## src/rtl/gray_to_bin_decoder_pkg.sv

```systemverilog
`default_nettype none
// ============================================================================
// Module      : gray_to_bin_decoder_pkg
// Description : Shared constants and helpers for the Gray-code path
//               (default word width, Gray-to-binary conversion, popcount).
// Revision    : 1.0 - initial release
// ============================================================================
package gray_to_bin_decoder_pkg;

  // Default Gray/binary word width, shared with the encoder side.
  localparam int c_gray_width = 4;

  // Gray to binary on a zero-extended 32-bit word; zero upper Gray bits
  // decode to zero upper binary bits, so callers can truncate freely.
  function automatic logic [31:0] gray2bin(input logic [31:0] g);
    logic [31:0] b;
    b[31] = g[31];
    for (int i = 30; i >= 0; i--) begin
      b[i] = b[i+1] ^ g[i];
    end
    return b;
  endfunction

  // Number of set bits in a 32-bit word (0..32).
  function automatic logic [5:0] popcount(input logic [31:0] v);
    logic [5:0] n;
    n = '0;
    for (int i = 0; i < 32; i++) begin
      n = n + {5'd0, v[i]};
    end
    return n;
  endfunction

endpackage
`default_nettype wire

```

## src/rtl/gray_to_bin_decoder_gray_step_checker.sv

```systemverilog
`default_nettype none
// ============================================================================
// Module      : gray_step_checker
// Description : Combinational classification of a Gray step against the
//               previously accepted word: first / repeat / multi-bit error.
// Revision    : 1.0 - initial release
// ============================================================================
module gray_step_checker
  import gray_to_bin_decoder_pkg::*;
#(
  parameter int WIDTH = c_gray_width
) (
  input  logic [WIDTH-1:0] in_gray,
  input  logic [WIDTH-1:0] prev_gray,
  input  logic             have_prev,
  output logic             first,
  output logic             dup,
  output logic             err
);

  logic [5:0] w_dist;

  // Hamming distance to the previous word decides the class; with no
  // history the word is "first" and neither other flag may be set.
  always_comb begin
    w_dist = popcount(32'(in_gray ^ prev_gray));
    first  = !have_prev;
    dup    = have_prev && (w_dist == 6'd0);
    err    = have_prev && (w_dist > 6'd1);
  end

endmodule
`default_nettype wire

```

## src/rtl/gray_to_bin_decoder.sv

```systemverilog
`default_nettype none
// ============================================================================
// Module      : gray_to_bin_decoder
// Description : Two-stage valid/ready Gray-to-binary decoder with a
//               single-bit-step monitor and saturating step-error counter.
// Revision    : 1.0 - initial release
// ============================================================================
module gray_to_bin_decoder
  import gray_to_bin_decoder_pkg::*;
#(
  parameter int WIDTH = c_gray_width,
  parameter int CNT_W = 8
) (
  input  logic             clk,
  input  logic             rst_n,
  input  logic             clr,
  input  logic             in_valid,
  output logic             in_ready,
  input  logic [WIDTH-1:0] in_gray,
  output logic             out_valid,
  input  logic             out_ready,
  output logic [WIDTH-1:0] out_bin,
  output logic             out_first,
  output logic             out_repeat,
  output logic             out_step_err,
  output logic [CNT_W-1:0] err_count
);

  logic             r_s1_valid;
  logic [WIDTH-1:0] r_s1_gray;
  logic             r_s1_first;
  logic             r_s1_dup;
  logic             r_s1_err;
  logic [WIDTH-1:0] r_prev_gray;
  logic             r_have_prev;

  logic w_s2_can_load;
  logic w_s1_move;
  logic w_accept;
  logic w_chk_have_prev;
  logic w_first;
  logic w_dup;
  logic w_err;

  // S2 frees up when empty or handing its word downstream this cycle;
  // in_ready therefore chains combinationally from out_ready.
  assign w_s2_can_load   = !out_valid || out_ready;
  assign w_s1_move       = r_s1_valid && w_s2_can_load;
  assign in_ready        = !r_s1_valid || w_s2_can_load;
  assign w_accept        = in_valid && in_ready;
  // A clr coincident with an accept makes that word the first of a new run.
  assign w_chk_have_prev = r_have_prev && !clr;

  gray_step_checker #(
    .WIDTH (WIDTH)
  ) u_step_checker (
    .in_gray   (in_gray),
    .prev_gray (r_prev_gray),
    .have_prev (w_chk_have_prev),
    .first     (w_first),
    .dup       (w_dup),
    .err       (w_err)
  );

  // Stage S1: capture the Gray word with its step classification.
  always_ff @(posedge clk or negedge rst_n) begin
    if (!rst_n) begin
      r_s1_valid <= 1'b0;
      r_s1_gray  <= '0;
      r_s1_first <= 1'b0;
      r_s1_dup   <= 1'b0;
      r_s1_err   <= 1'b0;
    end else if (w_accept) begin
      r_s1_valid <= 1'b1;
      r_s1_gray  <= in_gray;
      r_s1_first <= w_first;
      r_s1_dup   <= w_dup;
      r_s1_err   <= w_err;
    end else if (w_s1_move) begin
      r_s1_valid <= 1'b0;
    end
  end

  // Stage S2: decode to binary; contents hold while stalled downstream.
  always_ff @(posedge clk or negedge rst_n) begin
    if (!rst_n) begin
      out_valid    <= 1'b0;
      out_bin      <= '0;
      out_first    <= 1'b0;
      out_repeat   <= 1'b0;
      out_step_err <= 1'b0;
    end else if (w_s2_can_load) begin
      out_valid <= r_s1_valid;
      if (r_s1_valid) begin
        out_bin      <= WIDTH'(gray2bin(32'(r_s1_gray)));
        out_first    <= r_s1_first;
        out_repeat   <= r_s1_dup;
        out_step_err <= r_s1_err;
      end
    end
  end

  // Sequence history: every accept becomes the new reference word.
  always_ff @(posedge clk or negedge rst_n) begin
    if (!rst_n) begin
      r_prev_gray <= '0;
      r_have_prev <= 1'b0;
    end else if (w_accept) begin
      r_prev_gray <= in_gray;
      r_have_prev <= 1'b1;
    end else if (clr) begin
      r_have_prev <= 1'b0;
    end
  end

  // Saturating error counter, bumped at input accept (not output transfer).
  always_ff @(posedge clk or negedge rst_n) begin
    if (!rst_n) begin
      err_count <= '0;
    end else if (clr) begin
      err_count <= '0;
    end else if (w_accept && w_err && (err_count != {CNT_W{1'b1}})) begin
      err_count <= err_count + 1'b1;
    end
  end

endmodule
`default_nettype wire

```

## config.mk

```make
export PLATFORM = sky130hd
export DESIGN_NAME = gray_to_bin_decoder
export DESIGN_NICKNAME = d
export VERILOG_FILES = /design/src/rtl/gray_to_bin_decoder_pkg.sv /design/src/rtl/gray_to_bin_decoder_gray_step_checker.sv /design/src/rtl/gray_to_bin_decoder.sv
export SDC_FILE = /design/constraint.sdc
export NUM_CORES = 1
export LEC_CHECK = 0
export BUFFER_PORTS_ARGS = -buffer_cell sky130_fd_sc_hd__buf_2
export CAP_MARGIN = 20
export CORE_MARGIN = 3
export CORE_UTILIZATION = 42
export DETAILED_ROUTE_END_ITERATION = 8
export MAX_ROUTING_LAYER = met4
export PLACE_DENSITY = 0.73
export SLEW_MARGIN = 25
export SYNTH_ARGS = -nofsm -noshare
export SYNTH_HDL_FRONTEND = slang
export SYNTH_SLANG_ARGS = --single-unit
```

## constraint.sdc

```tcl
create_clock -name clk -period 3.25 [get_ports clk]
set_clock_uncertainty 0.15 [all_clocks]
set_input_delay 0.1625 -clock clk [delete_from_list [all_inputs] [get_ports clk]]
set_output_delay 0.1625 -clock clk [all_outputs]
set_load 0.03 [all_outputs]
```

* Yosys cells after proc, flatten, opt, wreduce, memory -nomap -nowiden
Cells that the tools add are included.
W data, S select, Z words.
** Cells by class
- $add $sub $neg :: 32
- Magnitude comparators :: 1
- Equality and inequality tests :: 1
- Mux-type cells :: 6
- Bitwise operators :: 4
- Reduce and logical (&&, ||, !) cells :: 18
** Operators by type and width (count)
- $add A6 B1 Y6 const B :: 28
- $mux W8 :: 2
- $add A6 B1 Y6 :: 2
- $add A8 B1 Y8 const B :: 1
- $ne A8 B8 Y1 const B :: 1
- $logic_and A1 B1 Y1 :: 7
- $gt A6 B1 Y1 const B :: 1
- $logic_not A6 Y1 :: 1
- $reduce_bool A2 Y1 :: 3
- $logic_not A1 Y1 :: 4
- $mux W1 :: 4
- $xor A4 B4 Y4 :: 1
- $xor A1 B1 Y1 :: 3
- $add A1 B1 Y2 :: 1
- $logic_or A1 B1 Y1 :: 2
- $reduce_and A2 Y1 :: 1
** Word-level totals
- Register bits :: 25
- Input bits :: 9
- Output and inout port bits :: 17
- Logic and storage cells :: 74

* Longest topological paths before layout
Gate-level depths: netlist of the first run.
- Depth after elaboration :: 38
- Depth in mapped cells :: 9
- Mapped depth without buffers :: 9

* By module
From an unflattened synthesis of the first run, not the netlist that was laid out.
** Unflattened totals
- Cell total of the unflattened synthesis :: 105
- Area, all modules :: 1229.9 um^2
** By module, submodules not included
- gray_to_bin_decoder :: times used 1, cells an instance 93, area an instance 1116.1 um^2, sequential area each 625.6 um^2
- gray_step_checker :: times used 1, cells an instance 12, area an instance 113.9 um^2, sequential area each 0.0 um^2

* Worst setup path before layout of the first run
No wires, ideal clock.
- Path type :: register to register
- Start :: reg r_prev_gray[0]
- End :: reg err_count[7]
- Library setup time :: 0.126 ns
- Arrival time :: 2.090 ns
- Required time :: 2.974 ns
- Slack :: 0.884 ns
- Stages on the path, launching flop included :: 9
- Path buffers :: 1
- Period minus slack after synthesis :: 2.366 ns
- Cells stage by stage :: dfrtp_1 xor2_1 ha_1 inv_1 fa_1 ha_1 nand4b_4 buf_6 o311a_1
** Between the ends
- Cells in the longest elaborated chain, start to end :: 37
** Ends and longest elaborated chain
- start, declared :: RTL line gray_to_bin_decoder.sv:34 : logic [WIDTH-1:0] r_prev_gray;
- start signal, assigned :: RTL line gray_to_bin_decoder.sv:109 : r_prev_gray <= in_gray;
- $xor A4 B4 Y4 :: RTL line gray_to_bin_decoder_gray_step_checker.sv:26 : w_dist = popcount(32'(in_gray ^ prev_gray));
- $add A1 B1 Y2 :: RTL line gray_to_bin_decoder_pkg.sv:29 : n = n + {5'd0, v[i]};
- $add A6 B1 Y6 (30 in series) :: RTL line gray_to_bin_decoder_pkg.sv:29
- $gt A6 B1 Y1 :: RTL line gray_to_bin_decoder_gray_step_checker.sv:29 : err = have_prev && (w_dist > 6'd1);
- $logic_and A1 B1 Y1 :: RTL line gray_to_bin_decoder_gray_step_checker.sv:29
- $logic_and A1 B1 Y1 (2 in series) :: RTL line gray_to_bin_decoder.sv:122 : end else if (w_accept && w_err && (err_count != {CNT_W{1'b1}})) begin
- $reduce_bool A2 Y1 (no line)
- end signal, assigned :: RTL line gray_to_bin_decoder.sv:123 : err_count <= err_count + 1'b1;
- end, declared :: RTL line gray_to_bin_decoder.sv:26 : output logic [CNT_W-1:0] err_count
No other way between the ends.
A chain may end at the register's enable or synchronous reset.

* Worst setup path in the final report of the first run
- Start :: in in_gray[1]
- End :: reg err_count[2]
** Between the ends
- Cells in the longest elaborated chain, start to end :: 37
** Ends and longest elaborated chain
- start, declared :: RTL line gray_to_bin_decoder.sv:19 : input logic [WIDTH-1:0] in_gray,
- $xor A4 B4 Y4 :: RTL line gray_to_bin_decoder_gray_step_checker.sv:26
- $add A1 B1 Y2 :: RTL line gray_to_bin_decoder_pkg.sv:29
- $add A6 B1 Y6 (30 in series) :: RTL line gray_to_bin_decoder_pkg.sv:29
- $gt A6 B1 Y1 :: RTL line gray_to_bin_decoder_gray_step_checker.sv:29
- $logic_and A1 B1 Y1 :: RTL line gray_to_bin_decoder_gray_step_checker.sv:29
- $logic_and A1 B1 Y1 (2 in series) :: RTL line gray_to_bin_decoder.sv:122
- $reduce_bool A2 Y1 (no line)
No other way between the ends.

==> reports/metrics.yaml, run 1 <==
sta:
  fin_setup_tns_ns: 0
  tightest_slew_ns: 0.6982
  rsz0062_at_grt: "no"
  setup_viol_count_final: 0
  fin_crit_ns: 2.716
  fmax_ghz: 0.3681
  whs_ns: 0.2084
  slew_headroom_pct: 53.28
  fin_ws_ns: 0.5335
  fin_crit_sh_pct: 83.58
  final-hold-violation-count: 0
  maxSlewViolCount: 0
run:
  drv_cap: 0
clock_tree:
  post_cts_resized: 0
  htree_levels: 1
  cts_tree: "yes"
  cts_buffers: 3
  cts_buffer_depth: 2
  clk_pin_slew_ns: 0.13
  root_buffer: "clkbuf_4"
  clock_latency_ns: 0.30
  cts_setup_buffers: 0
  cts.sinks: 25
critical_path:
  cp_cell_sequence: "dlygate4sd3_1, buf_2, xor2_1, ha_1, inv_1, fa_1, ha_1, nand4b_4, o311ai_0, o31ai_1"
  crit_arrival_ns: 2.75
  crit_fanout: 16
  cp_num_buf_inv: 3
  cp-startpoint: "in_gray[1]"
  reg2reg_from: "r_prev_gray[1]"
  worstSetupEndpointType: "flop"
  startpoint_type: "primary input"
  crit_path_frequent_cell: "ha_1"
  critical_path.top_delay_family: "adder cells"
  critPathKind: "in -> reg"
  cp.required_ns: 3.28
  slowest_stage: "dlygate4sd3_1"
  critPathMaxStageDelay_ns: 0.54
finish:
  nets: 156
  final_cells: 172
  nFillCells: 251
  postLayoutCellArea_sq_um: 1495
  synthToLayoutAreaGrowth_pct: 20.46
  drive_gt1_share_pct: 29.08
  diodes: 0
  layout_common_cells: "dfrtp_1, buf_2, nand2_1"
routing:
  wirelength_mm: 2.358
  first_pass_iters: 4
  wl_per_cell_microns: 13.71
  viasPerCell: 5.436
  antenna_left: 0
  vias: 935
  drtIter0Drc: 51
  drc: 0
synth:
  synthCells: 106
  yosys_register_bits: 25
  synth_area_leaders: "dfrtp_1, mux2_2, nand2_1, xnor2_1, ha_1"
  async_reset_ff_share_pct: 100.0
  synth_ff_type: "dfrtp_1"
  synth_top_area_share_pct: 50.40
  ys_warn_count: 0
  yosysUniqueCellTypes: 31
  synth_edf_count: 0
  syn_area_sq_um: 1241
  synthesis.nets: 120
  ys_seq_area_share_pct: 50.40
  avgSynthCellArea_sq_um: 11.71
  yosysTopAreaCell: "dfrtp_1"
grt:
  antenna_found_initial: 0
  grt_max_degree: 26
  grt_pass1_vias: 902
  groute.usage.overall_pct: 15.07
  grt_overflow_total: 0
  grt_pass1_wl_mm: 3.995
status:
  status: "completed"
placement:
  hpwl_mm: 1.735
  portBuffers: 25
  post_dp_cell_area_sq_um: 1389
  dp.cells: 160
  routabilityCongestion: 0.7887
  place_ws_ns: 0.6403
floorplan:
  chipHeight_microns: 60.36
  die_w_microns: 60.36
  coreArea_sq_um: 2781
  io_pins: 26
  dieArea_sq_um: 3643
  rows: 19
  start_util_pct: 44.62
power:
  p_leak_nw: 0.7059
  max-vdd-ir-drop_mv: 0.4082
  power.density_nw_per_um2: 513.6
worst_hold_path:
  hold_class: "in -> async"
==> per-stage QoR <==
step | power, W | utilization [%]
floorplan | 0.0005679 | -
global placement | 0.0006294 | 49.93
detailed placement | 0.0006397 | 49.93
CTS | 0.0007843 | 53.76
global route | 0.0008284 | 53.76
finish | 0.0007680 | 53.76
==> cell families (layout without fill, tap and decap cells) <==
group	after synthesis	in the layout	synth area share [%]
and+or+nand+nor	33	33	16.53
DFF	25	25	50.40
AOI/OAI and AO/OA	18	18	9.981
muxes	10	10	8.972
xor gates and xnor gates	8	8	5.645
buffers and inverters	7	42	2.822
adders and majority gates	5	5	5.645
==> per-layer routing <==
metal | wire (microns) | vias to the layer above | track usage, % | share of wire (%)
met2 | 1224 | 38 | 26.70 | 52
met3 | 148 | 2 | 3.830 | 6.3
met1 | 971 | 448 | 17.66 | 41
li1 | - | 447 | - | -
met5 | 0 | - | - | 0
met4 | 13 | 0 | 1.899 | 0.55
==> cells in the mapped netlist (3+ instances only) <==
library cell	instances
dfrtp_1	25
ha_1	4
inv_1	5
mux2_2	9
nand2_1	14
nand2b_1	3
nand3_1	5
nor2_1	3
o21ai_0	6
xnor2_1	6
==> layout make-up <==
| class | instances | area, sq um | share of cell area [%] |
|---|---|---|---|
| inverter | 5 | 18.77 | 1.255 |
| sequential | 25 | 625.6 | 41.84 |
| clock buffer | 4 | 26.28 | 1.757 |
| tap | 31 | 38.79 | 2.594 |
| timing repair buffer | 33 | 205.2 | 13.72 |
| multi-input combinational | 74 | 580.6 | 38.83 |
==> path summary, 6_finish.rpt <==
path	end	slack, ns	cells after the start
max reg2reg	err_count[2]	0.60	8
min reg2reg	r_s1_err	0.35	2
min	r_s1_valid	0.21	2
max	err_count[2]	0.53	10
max in group asynchronous	out_first	2.38	2
min in group clk	r_s1_err	0.35	2
==> power by group <==
part	internal [W]	switching (W)	total, W
Sequential	0.000357	0.0000285	0.000386
Clock	0.0000478	0.0000845	0.000132
Combinational	0.000102	0.000148	0.000250
Total	0.000507	0.000261	0.000768
==> worst reg2reg max path: stages (launching register included) <==
cell and delay, ns:
dfrtp_1 0.44, xor2_1 0.18, ha_1 0.27, inv_1 0.04
fa_1 0.39, ha_1 0.20, nand4b_4 0.30, o311ai_0 0.43
o31ai_1 0.14
==> flip-flops by register name, indices dropped and copies added, names as in the netlist <==
signal        cells
r_have_prev       1
r_s1_dup          1
r_s1_valid        1
out_step_err      1
r_prev_gray       4
r_s1_err          1
out_valid         1
out_bin           4
err_count         8
r_s1_first        1
out_repeat        1
out_first         1
==> repair_timing <==
action                     4_1_cts  5_1_grt
hold buffers                     8        0
hold endpoints to repair        33        0
setup endpoints to repair        0        0
(Power assumes the default switching activity.)
==> run 2: changes to the inputs <==
==> constraint.sdc (replaced) <==
create_clock -name clk -period 2.5 [get_ports clk]
set_clock_uncertainty 0.15 [all_clocks]
set_input_delay 0.125 -clock clk [delete_from_list [all_inputs] [get_ports clk]]
set_output_delay 0.125 -clock clk [all_outputs]
set_load 0.03 [all_outputs]
==> run 2 against run 1 <==
  * Routed wire length grew 14%
  * Register-to-register slack lost 0.57 ns
  * Count of clock-buffer cells in the layout shrank 1
  * Die area is the same
  * Cell area grew 6.9%
  * Utilization grew 3.7 points
  * Critical path depth is the same
  * Sequential power grew 30%
  * Sequential share of layout area shrank 2.7 points
  * Worst setup slack lost 0.52 ns
  * Largest cell class is now multi-input combinational cells
==> reports/metrics.yaml, run 2 (same netlist as run 1, synthesis figures left out) <==
finish:
  multiInputGateArea_sq_um: 641.9  # was 580.6 sq um
  largest_reg_flops: 8  # unchanged
  final_cells: 178  # was 172
  synthToLayoutAreaGrowth_pct: 28.73  # was 20.46%
  diodes: 0  # unchanged
  nets: 162  # was 156
  reg_top3: "err_count (8), out_bin (4), r_prev_gray (4)"  # unchanged
  drive_gt1_share_pct: 38.10  # was 29.08%
  layout_common_cells: "dfrtp_1, buf_2, nand2_1"  # unchanged
  seq_area_sq_um: 625.6  # unchanged
  top_register: "err_count"  # unchanged
  nFillCells: 246  # was 251
clock_tree:
  cts_buffers: 3  # unchanged
  clock_latency_ns: 0.33  # was 0.30 ns
  root_buffer: "clkbuf_4"  # unchanged
  cts.sinks: 25  # unchanged
  htree_levels: 1  # unchanged
  clk_pin_slew_ns: 0.15  # was 0.13 ns
  cts_buffer_depth: 2  # unchanged
  cts_tree: "yes"  # unchanged
routing:
  viasPerCell: 5.365  # was 5.436
  vias: 955  # was 935
  drc: 0  # unchanged
  wirelength_mm: 2.687  # was 2.358 mm
  wl_per_cell_microns: 15.10  # was 13.71 microns
  drtIter0Drc: 63  # was 51
  antenna_left: 0  # unchanged
  first_pass_iters: 4  # unchanged
power:
  p_sw_share_pct: 35.53  # was 33.99%
  power.density_nw_per_um2: 665.6  # was 513.6 nW/um^2
  power.switching_w: 0.0003778  # was 0.0002610 W
  seqPwrFrac_pct: 47.1  # was 50.2%
  total_power_w: 0.001063  # was 0.0007680 W
  pwr-share-clk_pct: 17.9  # was 17.2%
  p_leak_nw: 0.7464  # was 0.7059 nW
  p_comb_share_pct: 35.0  # was 32.5%
  p_int_w: 0.0006856  # was 0.0005070 W
  max-vdd-ir-drop_mv: 0.5475  # was 0.4082 mV
critical_path:
  critPathMaxStageDelay_ns: 0.54  # about the same
  startpoint_type: "primary input"  # unchanged
  cp.required_ns: 2.61  # was 3.28 ns
  cp_cell_sequence: "dlygate4sd3_1, buf_2, xor2_1, ha_1, inv_2, fa_2, ha_4, nand4b_4, or3b_4, a21oi_2"  # was dlygate4sd3_1, buf_2, xor2_1, ha_1, inv_1, fa_1, ha_1, nand4b_4, o311ai_0, o31ai_1
  critical_path.top_delay_family: "adder cells"  # unchanged
  cp_num_buf_inv: 3  # unchanged
  crit_arrival_ns: 2.60  # was 2.75 ns
  crit_fanout: 8  # was 16
  worstSetupEndpointType: "flop"  # unchanged
  slowest_stage: "dlygate4sd3_1"  # unchanged
  critPathKind: "in -> reg"  # unchanged
sta:
  fin_crit_ns: 2.487
  whs_ns: 0.1465  # was 0.2084 ns
  tightest_slew_ns: 0.8822  # was 0.6982 ns
  setup_viol_count_final: 0  # unchanged
  maxSlewViolCount: 0  # unchanged
  fin_ws_ns: 0.01343  # was 0.5335 ns
  fin_crit_sh_pct: 99.46
  fin_setup_tns_ns: 0  # unchanged
  slew_headroom_pct: 40.97  # was 53.28%
  rsz0062_at_grt: "yes"  # was no
  fmax_ghz: 0.4022
  final-hold-violation-count: 0  # unchanged
floorplan:
  die_w_microns: 60.36  # unchanged
  chipHeight_microns: 60.36  # unchanged
  io_pins: 26  # unchanged
  dieArea_sq_um: 3643  # unchanged
  coreArea_sq_um: 2781  # unchanged
  start_util_pct: 44.62  # unchanged
  rows: 19  # unchanged
worst_hold_path:
  hold_class: "in -> async"  # unchanged
grt:
  grt_pass1_wl_mm: 4.367  # was 3.995 mm
  grt_max_degree: 26  # unchanged
  antenna_found_initial: 0  # unchanged
  grt_pass1_vias: 966  # was 902
  groute.usage.overall_pct: 16.69  # was 15.07%
  grt_overflow_total: 0  # unchanged
placement:
  dp.cells: 163  # was 160
  place_ws_ns: -0.07894  # was 0.6403 ns
  portBuffers: 25  # unchanged
  routabilityCongestion: 0.8163  # was 0.7887
  hpwl_mm: 1.802  # was 1.735 mm
run:
  drv_cap: 0  # unchanged
status:
  status: "completed"  # unchanged
[run 2: cell types whose count changed in the layout (fill, tap and decap cells not counted), moves of 2 or more]
cell      previous run  this run
o311ai_0             2         0
a21oi_1              2         0
a21oi_2              0         2
o311ai_1             1         3
buf_4                0         5
[run 2: final timing paths]
path                           startpoint  slack (ns)  cells past startpoint            to
max                            in_gray[0]        0.01                     10  err_count[1]
min                                 rst_n        0.15                      2    r_s1_valid
max reg2reg                r_prev_gray[1]        0.03                      8  err_count[1]
min reg2reg                    out_bin[0]        0.35                      2    out_bin[0]
max in group asynchronous           rst_n        1.67                      2  err_count[6]
min in group clk               out_bin[0]        0.35                      2    out_bin[0]
[run 2: repair_timing]
action | in CTS | in global routing
pin swaps | 0 | 2
cloned | 1 | 0
setup buffers | 2 | 0
endpoints found under the setup margin | 6 | 7
gates resized for setup | 5 | 7
endpoints found under the hold margin | 33 | 0
hold buffers | 8 | 0
[run 2: area by class of cell]
type,instances,area share [%]
multi-input cells,75,40.17
clock buffers,3,1.410
flip-flops and latches,25,39.15
well taps,31,2.428
inverters,5,1.175
repair buffers,38,15.19
clock inverters,1,0.4699
[run 2: per-stage QoR]
step	util, %	instance area [sq um]
3_3_place_gp	50.74	1411
6_report	57.44	1598
5_1_grt	57.44	1598
4_1_cts	56.28	1565
2_1_floorplan	-	1241
3_5_place_dp	50.74	1411
[run 2: metal layers]
| layer | GRT usage [%] | routed length [microns] |
|---|---|---|
| met4 | 4.430 | 19 |
| met1 | 19.70 | 1152 |
| met3 | 4.043 | 143 |
| met5 | - | 0 |
| met2 | 28.40 | 1372 |
[run 2: power by group through the flow]
| stage | combinational, W | clock, W | sequential, W |
|---|---|---|---|
| 3_5_place_dp | 0.000335 | 0 | 0.000509 |
| 3_3_place_gp | 0.000320 | 0 | 0.000506 |
| 6_report | 0.000372 | 0.000191 | 0.000501 |
| 5_1_grt | 0.000406 | 0.000215 | 0.000510 |
| 2_1_floorplan | 0.000151 | 0 | 0.000588 |
| 4_1_cts | 0.000365 | 0.000197 | 0.000502 |
==> run 3: changes to the inputs <==
--- a/config.mk
+++ b/config.mk
@@ -8,10 +8,10 @@
 export BUFFER_PORTS_ARGS = -buffer_cell sky130_fd_sc_hd__buf_2
 export CAP_MARGIN = 20
 export CORE_MARGIN = 3
-export CORE_UTILIZATION = 42
+export CORE_UTILIZATION = 53
 export DETAILED_ROUTE_END_ITERATION = 8
 export MAX_ROUTING_LAYER = met4
-export PLACE_DENSITY = 0.73
+export PLACE_DENSITY = 0.87
 export SLEW_MARGIN = 25
 export SYNTH_ARGS = -nofsm -noshare
 export SYNTH_HDL_FRONTEND = slang
==> constraint.sdc (replaced) <==
create_clock -name clk -period 2.35 [get_ports clk]
set_clock_uncertainty 0.15 [all_clocks]
set_input_delay 0.1175 -clock clk [delete_from_list [all_inputs] [get_ports clk]]
set_output_delay 0.1175 -clock clk [all_outputs]
set_load 0.03 [all_outputs]
==> run 3 against run 2 <==
  * The flow now finishes with violations (setup timing)
  * Cell count fell by 0.56%
  * Total power is 8.5% higher
  * Worst setup slack worse by 0.16 ns
  * Utilization rose by 23 points
  * Sequential power is 7.2% higher
  * Worst hold slack improved by 0.0013 ns
  * Die area fell by 19%
  * Global-route usage increased by 7.6 points
  * Critical path depth fell by 2
  * Sequential cell count did not move
==> reports/metrics.yaml, run 3 (same netlist as run 1, synthesis figures left out) <==
finish:
  nets: 165  # was 162
  postLayoutCellArea_sq_um: 1684  # was 1598 sq um
  largest_reg_flops: 8  # unchanged
  top_register: "err_count"  # unchanged
  diodes: 0  # unchanged
  nFillCells: 126  # was 246
  drive_gt1_share_pct: 40.00  # was 38.10%
  reg_top3: "err_count (8), out_bin (4), r_prev_gray (4)"  # unchanged
  multiInputGateArea_sq_um: 703.2  # was 641.9 sq um
  synthToLayoutAreaGrowth_pct: 35.69  # was 28.73%
  seq_area_sq_um: 625.6  # unchanged
  layout_common_cells: "dfrtp_1, buf_2, nand2_1"  # unchanged
grt:
  grt_pass1_wl_mm: 4.857  # was 4.367 mm
  grt_max_degree: 26  # unchanged
  antenna_found_initial: 0  # unchanged
  groute.usage.overall_pct: 24.26  # was 16.69%
  grt_overflow_total: 0  # unchanged
  grt_pass1_vias: 1043  # was 966
sta:
  setup_viol_count_final: 6  # was 0
  fmax_ghz: 0.4009
  whs_ns: 0.1478  # was 0.1465 ns
  final-hold-violation-count: 0  # unchanged
  fin_crit_sh_pct: 106.1
  fin_crit_ns: 2.494
  tightest_slew_ns: 0.7536  # was 0.8822 ns
  maxSlewViolCount: 0  # unchanged
  fin_setup_tns_ns: -0.5533  # was 0 ns
  fin_ws_ns: -0.1444  # was 0.01343 ns
  rsz0062_at_grt: "yes"  # unchanged
  slew_headroom_pct: 49.70  # was 40.97%
floorplan:
  chipHeight_microns: 54.39  # was 60.36 microns
  io_pins: 26  # unchanged
  rows: 16  # was 19
  die_w_microns: 54.39  # was 60.36 microns
  start_util_pct: 59.62  # was 44.62%
  dieArea_sq_um: 2958  # was 3643 sq um
  coreArea_sq_um: 2082  # was 2781 sq um
clock_tree:
  root_buffer: "clkbuf_4"  # unchanged
  cts_buffers: 3  # unchanged
  clk_pin_slew_ns: 0.13  # was 0.15 ns
  cts_tree: "yes"  # unchanged
  clock_latency_ns: 0.32  # was 0.33 ns
  cts.sinks: 25  # unchanged
  cts_buffer_depth: 2  # unchanged
  htree_levels: 1  # unchanged
routing:
  first_pass_iters: 4  # unchanged
  viasPerCell: 5.836  # was 5.365
  vias: 1033  # was 955
  antenna_left: 0  # unchanged
  wirelength_mm: 3.114  # was 2.687 mm
  drc: 0  # unchanged
  drtIter0Drc: 32  # was 63
  wl_per_cell_microns: 17.59  # was 15.10 microns
critical_path:
  crit_arrival_ns: 2.59  # was 2.60 ns
  worstSetupEndpointType: "flop"  # unchanged
  cp.required_ns: 2.45  # was 2.61 ns
  reg2reg_from: "r_prev_gray[0]"  # was r_prev_gray[1]
  startpoint_type: "flop"  # was primary input
  regToRegSetupSlack_ns: -0.14  # was 0.03 ns
  critPathKind: "reg -> reg"  # was in -> reg
  r2r_end: "err_count[0]"  # was err_count[1]
  crit_fanout: 6  # was 8
  r2r_cells: 8  # unchanged
run:
  drv_cap: 0  # unchanged
status:
  status: "complete, but fails checks"  # was completed
  violations: "setup timing"
power:
  p_sw_share_pct: 35.59  # was 35.53%
  p_leak_nw: 0.7790  # was 0.7464 nW
  p_comb_share_pct: 37.2  # was 35.0%
  p_int_w: 0.0007430  # was 0.0006856 W
  pwr-share-clk_pct: 16.2  # was 17.9%
  power.density_nw_per_um2: 685.0  # was 665.6 nW/um^2
  total_power_w: 0.001154  # was 0.001063 W
  seqPwrFrac_pct: 46.6  # was 47.1%
  max-vdd-ir-drop_mv: 0.7481  # was 0.5475 mV
  power.switching_w: 0.0004106  # was 0.0003778 W
placement:
  post_dp_cell_area_sq_um: 1416  # was 1411 sq um
  portBuffers: 25  # unchanged
  hpwl_mm: 1.803  # was 1.802 mm
  routabilityCongestion: 0.8550  # was 0.8163
worst_hold_path:
  hold_class: "in -> async"  # unchanged
[run 3: changes by cell type in the layout (fill, tap and decap cells not counted), sizes merged]
cell / previous run / this run
buf: 30 / 33
clkbuf: 3 / 4
clkinvlp: 1 / 0
[run 3: final cells by class]
cell class	count	area share, %
inverter	5	1.114
sequential	25	37.15
clock buffer	4	1.560
multi-input combinational	75	41.75
tap	27	2.006
timing repair buffer	41	16.42
[run 3: how the worst max path moves through the flow]
stage                        start      endpoint  slack, ns  cells past startpoint
finish              r_prev_gray[0]  err_count[0]      -0.14                      8
CTS                 r_prev_gray[0]  err_count[6]       -0.1                      8
detailed placement  r_prev_gray[0]  err_count[3]      -0.23                      8
global route        r_prev_gray[1]  err_count[0]      -0.20                      8
global placement    r_prev_gray[1]  err_count[3]      -0.07                      8
floorplan           r_prev_gray[0]  err_count[7]       0.03                      8
[run 3: critical path, stage by stage (launching register included)]
cell	delay [ns]
dfrtp_1	0.42
xor2_1	0.17
ha_1	0.29
inv_2	0.04
fa_2	0.37
ha_4	0.18
nand4b_4	0.25
or3_1	0.40
a21oi_1	0.16
[run 3: stage by stage]
step	worst slack [ns]	utilization, %	std cells
final	-0.1444	80.89	177
after floorplan	0.03068	-	106
after global placement	-0.06902	68.03	160
after detailed placement	-0.2291	68.03	160
after CTS	-0.09774	76.92	176
after global routing	-0.1973	80.89	177
[run 3: power by group through the flow]
| stage | Clock (W) | Sequential (W) | Combinational [W] |
|---|---|---|---|
| detailed placement | 0 | 0.000544 | 0.000354 |
| finish | 0.000187 | 0.000537 | 0.000429 |
| CTS | 0.000193 | 0.000536 | 0.000392 |
| floorplan | 0 | 0.000625 | 0.000162 |
| global placement | 0 | 0.000537 | 0.000343 |
| global route | 0.000217 | 0.000545 | 0.000457 |
[run 3: timing repair]
action                                 CTS  global route
setup endpoints to repair                7             8
pin swaps                                0             6
setup buffers                            3             1
hold buffers                             8             0
gates resized for setup                  8            12
endpoints found under the hold margin   33             0
cloned                                   1             0
[run 3: layer usage]
layer	GRT usage (%)	vias up	share of wire, %	routed length, microns
met4	7.469	0	2.3	72
li1	-	468	-	-
met2	41.43	43	54	1694
met3	5.995	8	4.4	137
met5	-	-	0	0
met1	27.99	514	39	1209
